## src/rtl/inst_mem_resp_pkg.sv

```systemverilog
`default_nettype none
// +----------------------------------------------------------------------+
// | inst_mem_resp_pkg                                                    |
// | Shared state encoding and constants for the instruction fetch path.  |
// | Revision: 1.0                                                        |
// +----------------------------------------------------------------------+
package inst_mem_resp_pkg;

  // Address width follows MAX_BIT_POS of the core configuration.
  localparam int c_max_bit_pos = 31;
  localparam int c_addr_w = c_max_bit_pos + 1;
  localparam int c_word_w = c_addr_w - 2;

  localparam logic [31:0] c_nop_word = 32'h0000_0013;

  typedef enum logic [1:0] {
    IDLE  = 2'd0,
    FETCH = 2'd1,
    RESP  = 2'd2
`ifdef INST_PREFETCH_EN
    ,
    PREF  = 2'd3
`endif
  } state_t;

endpackage
`default_nettype wire

```

## src/rtl/inst_prefetch_buf.sv

```systemverilog
`default_nettype none
// +----------------------------------------------------------------------+
// | inst_prefetch_buf                                                    |
// | One-entry prefetch buffer: word tag, data word and valid flag.       |
// | Revision: 1.0                                                        |
// +----------------------------------------------------------------------+
module inst_prefetch_buf
  import inst_mem_resp_pkg::*;
(
  input  logic                clk,
  input  logic                rst,
  input  logic                load,
  input  logic                invalidate,
  input  logic [c_word_w-1:0] tag,
  input  logic [31:0]         data,
  input  logic [c_word_w-1:0] lookup_addr,
  output logic                hit,
  output logic [31:0]         rdata
);

  logic                r_valid;
  logic [c_word_w-1:0] r_tag;
  logic [31:0]         r_data;

  always_ff @(posedge clk or negedge rst) begin
    if (!rst) begin
      r_valid <= 1'b0;
      r_tag   <= '0;
      r_data  <= '0;
    end else if (invalidate) begin
      r_valid <= 1'b0;
    end else if (load) begin
      r_valid <= 1'b1;
      r_tag   <= tag;
      r_data  <= data;
    end
  end

  assign hit   = r_valid && (r_tag == lookup_addr);
  assign rdata = r_data;

endmodule
`default_nettype wire

```

## src/rtl/inst_mem_resp.sv

```systemverilog
`default_nettype none
// +----------------------------------------------------------------------+
// | inst_mem_resp                                                        |
// | Instruction fetch responder; INST_PREFETCH_EN adds next-word prefetch.|
// | Revision: 1.0                                                        |
// +----------------------------------------------------------------------+
module inst_mem_resp
  import inst_mem_resp_pkg::*;
#(
  parameter int          MAX_WAIT = 255,
  parameter logic [31:0] NOP_WORD = c_nop_word
) (
  input  logic                clk,
  input  logic                rst,
  input  logic                inst_mem_read_en,
  input  logic [c_addr_w-1:0] inst_addr,
  output logic [31:0]         inst_data,
  output logic                inst_mem_ready,
  output logic                fetch_err,
  output logic                mem_req,
  output logic [31:0]         mem_addr,
  input  logic [31:0]         mem_rdata,
  input  logic                mem_ack
);

  localparam int c_wait_w = (MAX_WAIT > 1) ? $clog2(MAX_WAIT) : 1;
  localparam logic [c_wait_w-1:0] c_wait_last = c_wait_w'(MAX_WAIT - 1);

  state_t              r_state, w_state_nxt;
  logic                r_mem_req, w_mem_req_nxt;
  logic [31:0]         r_mem_addr, w_mem_addr_nxt;
  logic [31:0]         r_data, w_data_nxt;
  logic                r_ready, w_ready_nxt;
  logic                r_err, w_err_nxt;
  logic [c_wait_w-1:0] r_wait, w_wait_nxt;
  logic                w_req_go;
  logic [c_addr_w-1:0] w_req_addr;

`ifdef INST_PREFETCH_EN
  logic [c_word_w-1:0] r_cur_word, w_cur_word_nxt;
  logic                r_ok, w_ok_nxt;
  logic                r_hit, w_hit_nxt;
  logic                r_pend, w_pend_nxt;
  logic [c_addr_w-1:0] r_pend_addr, w_pend_addr_nxt;
  logic                w_buf_hit, w_buf_load, w_buf_inv;
  logic [31:0]         w_buf_rdata;

  // A request latched during PREF is replayed from IDLE ahead of new ones.
  assign w_req_go   = r_pend | inst_mem_read_en;
  assign w_req_addr = r_pend ? r_pend_addr : inst_addr;

  inst_prefetch_buf u_buf (
    .clk         (clk),
    .rst         (rst),
    .load        (w_buf_load),
    .invalidate  (w_buf_inv),
    .tag         (r_mem_addr[c_addr_w-1:2]),
    .data        (mem_rdata),
    .lookup_addr (w_req_addr[c_addr_w-1:2]),
    .hit         (w_buf_hit),
    .rdata       (w_buf_rdata)
  );
`else
  assign w_req_go   = inst_mem_read_en;
  assign w_req_addr = inst_addr;
`endif

  always_comb begin
    w_state_nxt    = r_state;
    w_mem_req_nxt  = r_mem_req;
    w_mem_addr_nxt = r_mem_addr;
    w_data_nxt     = r_data;
    w_ready_nxt    = r_ready;
    w_err_nxt      = 1'b0;
    w_wait_nxt     = r_wait;
`ifdef INST_PREFETCH_EN
    w_cur_word_nxt  = r_cur_word;
    w_ok_nxt        = r_ok;
    w_hit_nxt       = r_hit;
    w_pend_nxt      = r_pend;
    w_pend_addr_nxt = r_pend_addr;
    w_buf_load      = 1'b0;
    w_buf_inv       = 1'b0;
`endif
    case (r_state)
      IDLE: begin
        if (w_req_go) begin
          w_ready_nxt = 1'b0;
`ifdef INST_PREFETCH_EN
          w_pend_nxt     = 1'b0;
          w_cur_word_nxt = w_req_addr[c_addr_w-1:2];
          w_ok_nxt       = 1'b0;
          w_hit_nxt      = 1'b0;
`endif
          if (w_req_addr[1:0] != 2'b00) begin
            w_data_nxt  = NOP_WORD;
            w_ready_nxt = 1'b1;
            w_err_nxt   = 1'b1;
            w_state_nxt = RESP;
          end
`ifdef INST_PREFETCH_EN
          else if (w_buf_hit) begin
            w_hit_nxt   = 1'b1;
            w_ok_nxt    = 1'b1;
            w_state_nxt = RESP;
          end
`endif
          else begin
            w_mem_req_nxt  = 1'b1;
            w_mem_addr_nxt = {w_req_addr[c_addr_w-1:2], 2'b00};
            w_wait_nxt     = '0;
            w_state_nxt    = FETCH;
          end
        end
      end
      FETCH: begin
        if (mem_ack) begin
          w_mem_req_nxt = 1'b0;
          w_data_nxt    = mem_rdata;
          w_ready_nxt   = 1'b1;
          w_state_nxt   = RESP;
`ifdef INST_PREFETCH_EN
          w_ok_nxt      = 1'b1;
`endif
        end else if (r_wait == c_wait_last) begin
          w_mem_req_nxt = 1'b0;
          w_data_nxt    = NOP_WORD;
          w_ready_nxt   = 1'b1;
          w_err_nxt     = 1'b1;
          w_state_nxt   = RESP;
        end else begin
          w_wait_nxt = r_wait + 1'b1;
        end
      end
      RESP: begin
        w_state_nxt = IDLE;
`ifdef INST_PREFETCH_EN
        if (r_hit) begin
          w_data_nxt  = w_buf_rdata;
          w_ready_nxt = 1'b1;
          w_hit_nxt   = 1'b0;
        end
        // Successful responses chain straight into the next-word prefetch.
        if (r_ok) begin
          w_mem_req_nxt  = 1'b1;
          w_mem_addr_nxt = {r_cur_word + c_word_w'(1), 2'b00};
          w_wait_nxt     = '0;
          w_ok_nxt       = 1'b0;
          w_state_nxt    = PREF;
        end
`endif
      end
`ifdef INST_PREFETCH_EN
      PREF: begin
        if (inst_mem_read_en && !r_pend) begin
          w_pend_nxt      = 1'b1;
          w_pend_addr_nxt = inst_addr;
          w_ready_nxt     = 1'b0;
        end
        if (mem_ack) begin
          w_mem_req_nxt = 1'b0;
          w_state_nxt   = IDLE;
          w_buf_load    = !w_req_go ||
                          (w_req_addr[c_addr_w-1:2] == r_mem_addr[c_addr_w-1:2]);
        end else if (r_wait == c_wait_last) begin
          w_mem_req_nxt = 1'b0;
          w_state_nxt   = IDLE;
          w_buf_inv     = 1'b1;
        end else begin
          w_wait_nxt = r_wait + 1'b1;
        end
      end
`endif
      default: w_state_nxt = IDLE;
    endcase
  end

  always_ff @(posedge clk or negedge rst) begin
    if (!rst) begin
      r_state    <= IDLE;
      r_mem_req  <= 1'b0;
      r_mem_addr <= '0;
      r_data     <= NOP_WORD;
      r_ready    <= 1'b0;
      r_err      <= 1'b0;
      r_wait     <= '0;
`ifdef INST_PREFETCH_EN
      r_cur_word  <= '0;
      r_ok        <= 1'b0;
      r_hit       <= 1'b0;
      r_pend      <= 1'b0;
      r_pend_addr <= '0;
`endif
    end else begin
      r_state    <= w_state_nxt;
      r_mem_req  <= w_mem_req_nxt;
      r_mem_addr <= w_mem_addr_nxt;
      r_data     <= w_data_nxt;
      r_ready    <= w_ready_nxt;
      r_err      <= w_err_nxt;
      r_wait     <= w_wait_nxt;
`ifdef INST_PREFETCH_EN
      r_cur_word  <= w_cur_word_nxt;
      r_ok        <= w_ok_nxt;
      r_hit       <= w_hit_nxt;
      r_pend      <= w_pend_nxt;
      r_pend_addr <= w_pend_addr_nxt;
`endif
    end
  end

  assign inst_data      = r_data;
  assign inst_mem_ready = r_ready;
  assign fetch_err      = r_err;
  assign mem_req        = r_mem_req;
  assign mem_addr       = r_mem_addr;

endmodule
`default_nettype wire

```

## config.mk

```make
export PLATFORM = sky130hd
export DESIGN_NAME = inst_mem_resp
export DESIGN_NICKNAME = d
export VERILOG_FILES = /design/src/rtl/inst_mem_resp_pkg.sv /design/src/rtl/inst_prefetch_buf.sv /design/src/rtl/inst_mem_resp.sv
export SDC_FILE = /design/constraint.sdc
export NUM_CORES = 1
export LEC_CHECK = 0
export ABC_AREA = 1
export BUFFER_PORTS_ARGS = -buffer_cell sky130_fd_sc_hd__buf_2
export CORE_UTILIZATION = 53
export CTS_BUF_LIST = sky130_fd_sc_hd__clkbuf_8
export DETAILED_ROUTE_END_ITERATION = 10
export PLACE_DENSITY_LB_ADDON = 0.3
export SKIP_CTS_REPAIR_TIMING = 1
export SLEW_MARGIN = 20
export SYNTH_ARGS = -nofsm -noshare
export SYNTH_HDL_FRONTEND = slang
export SYNTH_SLANG_ARGS = --single-unit
```

## constraint.sdc

```tcl
create_clock -name clk -period 4.3 [get_ports clk]
set_clock_uncertainty 0.15 [all_clocks]
set_input_delay 0.43 -clock clk [delete_from_list [all_inputs] [get_ports clk]]
set_output_delay 0.43 -clock clk [all_outputs]
set_load 0.01 [all_outputs]
```

# --- Yosys cells after proc, flatten, opt, wreduce, memory -nomap -nowiden ---
# Index checks and enable logic that the tools add are counted.
totals:
  register_bits: 75
  mem_bits_rw: 0
  romBits: 0
  latch_bits: 0
  out_inout_bits: 67
  n_memories: 0
op_classes:
  n_reduce_logical: 9
  n_div: 0
  n_mul: 0
  bitwise: 1
  muxes: 29
  add_sub_neg: 1
  n_lt_le_gt_ge: 0
  shift: 0
  n_eq_ne: 8
op_table:
  columns: ["operator", "n"]
  rows:
  - ["2-to-1 mux 32 bit", 4]
  - ["case mux 32 bit (2 select lines)", 1]
  - ["2-to-1 mux 8 bit", 4]
  - ["case mux 8 bit (2 select lines)", 1]
  - ["2-to-1 mux 1 bit", 11]
  - ["inequality test 2 bit, second input constant", 5]
  - ["adder 8 x 1 -> 8 bit, second input constant", 1]
  - ["== test 8 bit, second input constant", 1]
  - ["2-to-1 mux 2 bit", 4]
  - ["AND reduction 4 bit", 2]
  - ["case mux 1 bit (2 select lines)", 3]
  - ["AND reduction 3 bit", 2]
  - ["AND reduction 5 bit", 1]
  - ["case mux 2 bit (2 select lines)", 1]
  - ["nonzero test 2 bit", 2]
  - ["inequality test 3 bit, second input constant", 1]
  - ["== test 2 x 1 -> 1 bit, second input constant", 1]
  - ["zero test 2 bit", 1]
  - ["AND reduction 2 bit", 1]
  - ["NOT 1 bit", 1]

# --- Longest topological paths before layout ---
logic_depth:
  depth_word: 4
  mapped_depth: 10

# --- Worst setup path before layout ---
# Ideal clock, no wire load.
synth_path:
  kind: "reg-to-reg"
  startpoint: "register r_wait[0]"
  endpoint: "register r_data[10], in the netlist inst_data[10]"
  setup_ns: 0.116
  arrival_ns: 1.306
  slack_ns: 2.728
  n_path_buf: 1
  path_stages_with_launch: 11
  period_less_slack_ns: 1.572
  cell_sequence: "dfrtp_1 -> inv_1 -> ha_1 -> inv_1 -> nor2_1 -> nand2_2 -> nand2_4 -> nand3_4 -> buf_6 -> nand2_2 -> nand2_1"
synth_via:
  elab_chain_len: 3
synth_lines:
  columns: ["element", "line_no", "source"]
  rows:
  - ["from (decl)", "inst_mem_resp.sv:35", "logic [c_wait_w-1:0] r_wait, w_wait_nxt;"]
  - ["from (signal assigned)", "inst_mem_resp.sv:201", "r_wait <= w_wait_nxt;"]
  - ["== test 8 bit", "inst_mem_resp.sv:125", "end else if (r_wait == c_wait_last) begin"]
  - ["inequality test 3 bit (no line)", null, null]
  - ["AND reduction 4 bit (no line)", null, null]
  - ["to (signal assigned)", "inst_mem_resp.sv:198", "r_data <= w_data_nxt;"]
  - ["to (decl)", "inst_mem_resp.sv:32", "logic [31:0] r_data, w_data_nxt;"]
# No other way between the ends.
# A chain may end at the register's enable or synchronous reset.

# --- Worst setup path in the final report ---
layout_path:
  startpoint: "register r_state[0]"
  endpoint: "register r_mem_addr[2], in the netlist mem_addr[2]"
layout_via:
  elab_chain_len: 2
layout_lines:
  columns: ["element", "line_no", "source"]
  rows:
  - ["from (decl)", "inst_mem_resp.sv:29", "state_t r_state, w_state_nxt;"]
  - ["from (signal assigned)", "inst_mem_resp.sv:195", "r_state <= w_state_nxt;"]
  - ["zero test 2 bit", "inst_mem_resp.sv:85", "case (r_state)"]
  - ["AND reduction 3 bit (no line)", null, null]
  - ["to (signal assigned)", "inst_mem_resp.sv:197", "r_mem_addr <= w_mem_addr_nxt;"]
  - ["to (decl)", "inst_mem_resp.sv:31", "logic [31:0] r_mem_addr, w_mem_addr_nxt;"]
# No other way between the ends.

==> flow_summary.toml <==
[outcome]
status = "finished, final reports clean"

[pwr]
netSwitchingFraction_pct = 36.3
internal-power_mw = 1.60
clockPowerShare_pct = 20.2
power.leakage_nw = 2.49
netSwitchingPower_mw = 0.912
vdd.ir_drop.worst_mv = 0.434
power_frac_comb_pct = 34.4
power.density_cell_area_mw_per_mm2 = 621
register_share_of_total_power_pct = 45.4

[clock_tree]
cts_root_buffer = "sky130_fd_sc_hd__clkbuf_8"
insertion_delay_ns = 0.33
max-clock-path-buffers = 2
cts_inserted_buffers = 9
tritoncts = "built"
clock_tree.htree_level_count = 3
clock_sink_count = 75
clkSlewWorstSetupHoldPaths_ns = 0.07

[grt]
first_global_vias = 2452
number_of_antenna_violations_at_the_first_check_in_global_routing = 0
grt.overflow.total = 0
global_route.usage.total_pct = 22.3
grt_first_pass_wirelength_mm = 10.7
pin_count_of_the_biggest_net_entering_global_routing = 76

[timing]
rsz0062_at_grt = "false"
final_max_slew_viol_count = 0
relSlewSlack_pct = 37.5
fmax_ghz = 0.473
period_share_pct = 49.1
pin_slew_with_the_least_headroom_to_its_limit_ns = 0.937
finalSetupViolations = 0
fin_crit_ns = 2.11
hold_viol = 0
holdWs_ns = 0.0728
fin_tns_setup_ns = 0

[layout]
final_nets = 569
antenna-diode-count = 0
area.growth.synth_to_final_pct = 27.0
layout-drive-gt1-share_pct = 32.9

[floorplanning]
floorplan.initialDensity_pct = 56.4
fp.dieW_um = 79.5
fp.dieH_um = 79.5
die-area_mm2 = 0.00632
io-pin-count = 135
num_rows = 27
floorplan.core_area_mm2 = 0.00564

[drt]
routed-via-count = 2667
drt_first_pass_iters = 4
antenna_left = 0
drt_iter0_markers = 108
drt_drc_violations_left = 0
route.detailed.wl_per_inst_um = 11.5
vias_per_cell = 4.65
drt_wirelength_mm = 6.61

[setup_path]
rr_worst_depth = 3
worst_ep_arrival_time_ns = 2.19
critical_path.cell_chain = "nor2_1 -> nand3_2 -> o21ai_0"
critical_path.max_fanout = 61
worst_path_largest_cell_delay_ns = 0.74
number_of_buffer_and_inverter_stages_on_the_critical_path = 0
worst_setup_path_startpoint = "r_state[0]"
critical_path.startpoint_type = "register"
timing.critical_path.depth = 3
cpLargestDelayFamily = "simple AND/OR/NAND/NOR gates"
timing_worst_setup_path_type = "reg -> reg"
worst_path_max_delay_cell = "sky130_fd_sc_hd__nand3_2"
element_type_at_the_critical_path_end = "register"
cp.required_ns = 4.37
worst_r2r_startpoint = "r_state[0]"

[logic_synthesis]
synth.ff_latch_count = 75
post_synthesis_cells = 369
yosysWarningCount = 0
ys_types = 25
netlist_area_mm2 = 0.00318
postSynthAreaPerCell_um2 = 8.63
yosysSeqAreaShare_pct = 59.1

[run]
maximum_capacitance_violations = 0

[placed_design]
total_of_buffers_placed_on_input_and_output_ports = 132
finalWeightedCongestion = 0.801
post-dp-hpwl_mm = 4.62

[worst_hold_path]
holdCritPathClass = "in -> async"
per-stage QoR:
step                      setup slack, ns  power (mW)  std cells  instance area (µm²)  utilization [%]
final                                2.19        2.51        574                 4040             71.7
after global routing                 1.85        2.70        574                 4040             71.7
after floorplan                      2.73        1.65        370                 3190                -
after CTS                            2.18        2.54        574                 4040             71.7
after global placement               2.13        1.99        560                 3860             68.5
after detailed placement             1.98        2.03        560                 3860             68.5
final timing paths:
kind                            endpoint  slack, ns
max                          mem_addr[2]       2.19
min                            r_wait[3]       0.07
max reg2reg                  mem_addr[2]       2.19
min reg2reg                 inst_data[6]       0.32
max in group asynchronous    mem_addr[8]       3.36
min in group clk           inst_data[11]       0.14
layout by cell type, fill, tap and decap left out:
cell                        netlist  layout
sky130_fd_sc_hd__a21oi_2          1       1
sky130_fd_sc_hd__conb_1           1       2
sky130_fd_sc_hd__nor2_1           6       6
sky130_fd_sc_hd__clkinv_2         0       2
sky130_fd_sc_hd__o21ai_0         32      32
sky130_fd_sc_hd__nand3_4          1       1
sky130_fd_sc_hd__dfstp_2          3       3
sky130_fd_sc_hd__xor2_1           2       2
sky130_fd_sc_hd__nand2_1        153     153
sky130_fd_sc_hd__dfrtp_1         72      72
sky130_fd_sc_hd__nor2_4           1       1
sky130_fd_sc_hd__xnor2_1          1       1
sky130_fd_sc_hd__o21bai_1         1       1
sky130_fd_sc_hd__or2_2            1       1
sky130_fd_sc_hd__a21oi_1          1       1
sky130_fd_sc_hd__buf_2            1     131
sky130_fd_sc_hd__inv_1           48      49
sky130_fd_sc_hd__bufinv_16        0       1
sky130_fd_sc_hd__nand3b_1         1       1
sky130_fd_sc_hd__nand4_1          3       3
sky130_fd_sc_hd__ha_1             2       2
sky130_fd_sc_hd__nand3_2          0       1
sky130_fd_sc_hd__clkbuf_8         0      10
sky130_fd_sc_hd__nand3_1         13      12
sky130_fd_sc_hd__nand2_4          1       1
sky130_fd_sc_hd__nand2_2         11      11
sky130_fd_sc_hd__buf_4            2       1
state kept, by name, summed over array words and instances (netlist names):
name,flops
mem_addr,30
inst_data,32
r_state,2
fetch_err,1
inst_mem_ready,1
r_wait,8
mem_req,1
cells by family (layout without fill, tap and decap cells):
family / after synthesis / in the layout / share of synthesized area, %
other cells: 1 / 2 / 0.118
fa+ha+maj: 2 / 2 / 0.786
compound gates: 35 / 35 / 5.70
flops: 75 / 75 / 59.1
buf+inv: 62 / 194 / 8.29
simple gates: 191 / 191 / 25.2
xor+xnor: 3 / 3 / 0.825
routing by layer:
metal	global-route usage, %	up-vias	part of all wire (%)
met4	10.5	0	1.7
met5	0	-	0
li1	-	1368	-
met1	27.2	1184	45
met3	5.71	9	7.6
met2	37.0	106	46
power groups by stage:
stage | Sequential (mW) | Combinational [mW] | Clock, mW
floorplan | 1.27 | 0.386 | 0
global placement | 1.14 | 0.843 | 0
detailed placement | 1.14 | 0.883 | 0
CTS | 1.14 | 0.880 | 0.523
global route | 1.17 | 0.977 | 0.549
finish | 1.14 | 0.864 | 0.507
layout make-up:
class | instances | area (µm²)
Sequential cell | 75 | 1880
Fill cell | 459 | 1600
Multi-Input combinational cell | 233 | 1050
Timing Repair Buffer | 132 | 663
Inverter | 48 | 180
Clock buffer | 10 | 138
Tap cell | 72 | 90.1
Clock inverter | 4 | 43.8
Yosys cell counts, drive strengths merged:
cell / instances / area share [%]
xor2: 2 / 0.55
dfrtp: 72 / 57
buf: 6 / 1.7
o21ai: 32 / 5.0
inv: 48 / 5.7
or2: 1 / 0.20
o21bai: 1 / 0.24
nand4: 3 / 0.59
ha: 2 / 0.79
dfstp: 3 / 2.5
nand3: 14 / 2.6
nand2: 165 / 21
a21oi: 2 / 0.43
clkbuf: 8 / 0.94
xnor2: 1 / 0.28
nor2: 7 / 1.1
nand3b: 1 / 0.24
conb: 1 / 0.12
Power figures use the tool's default switching activity.
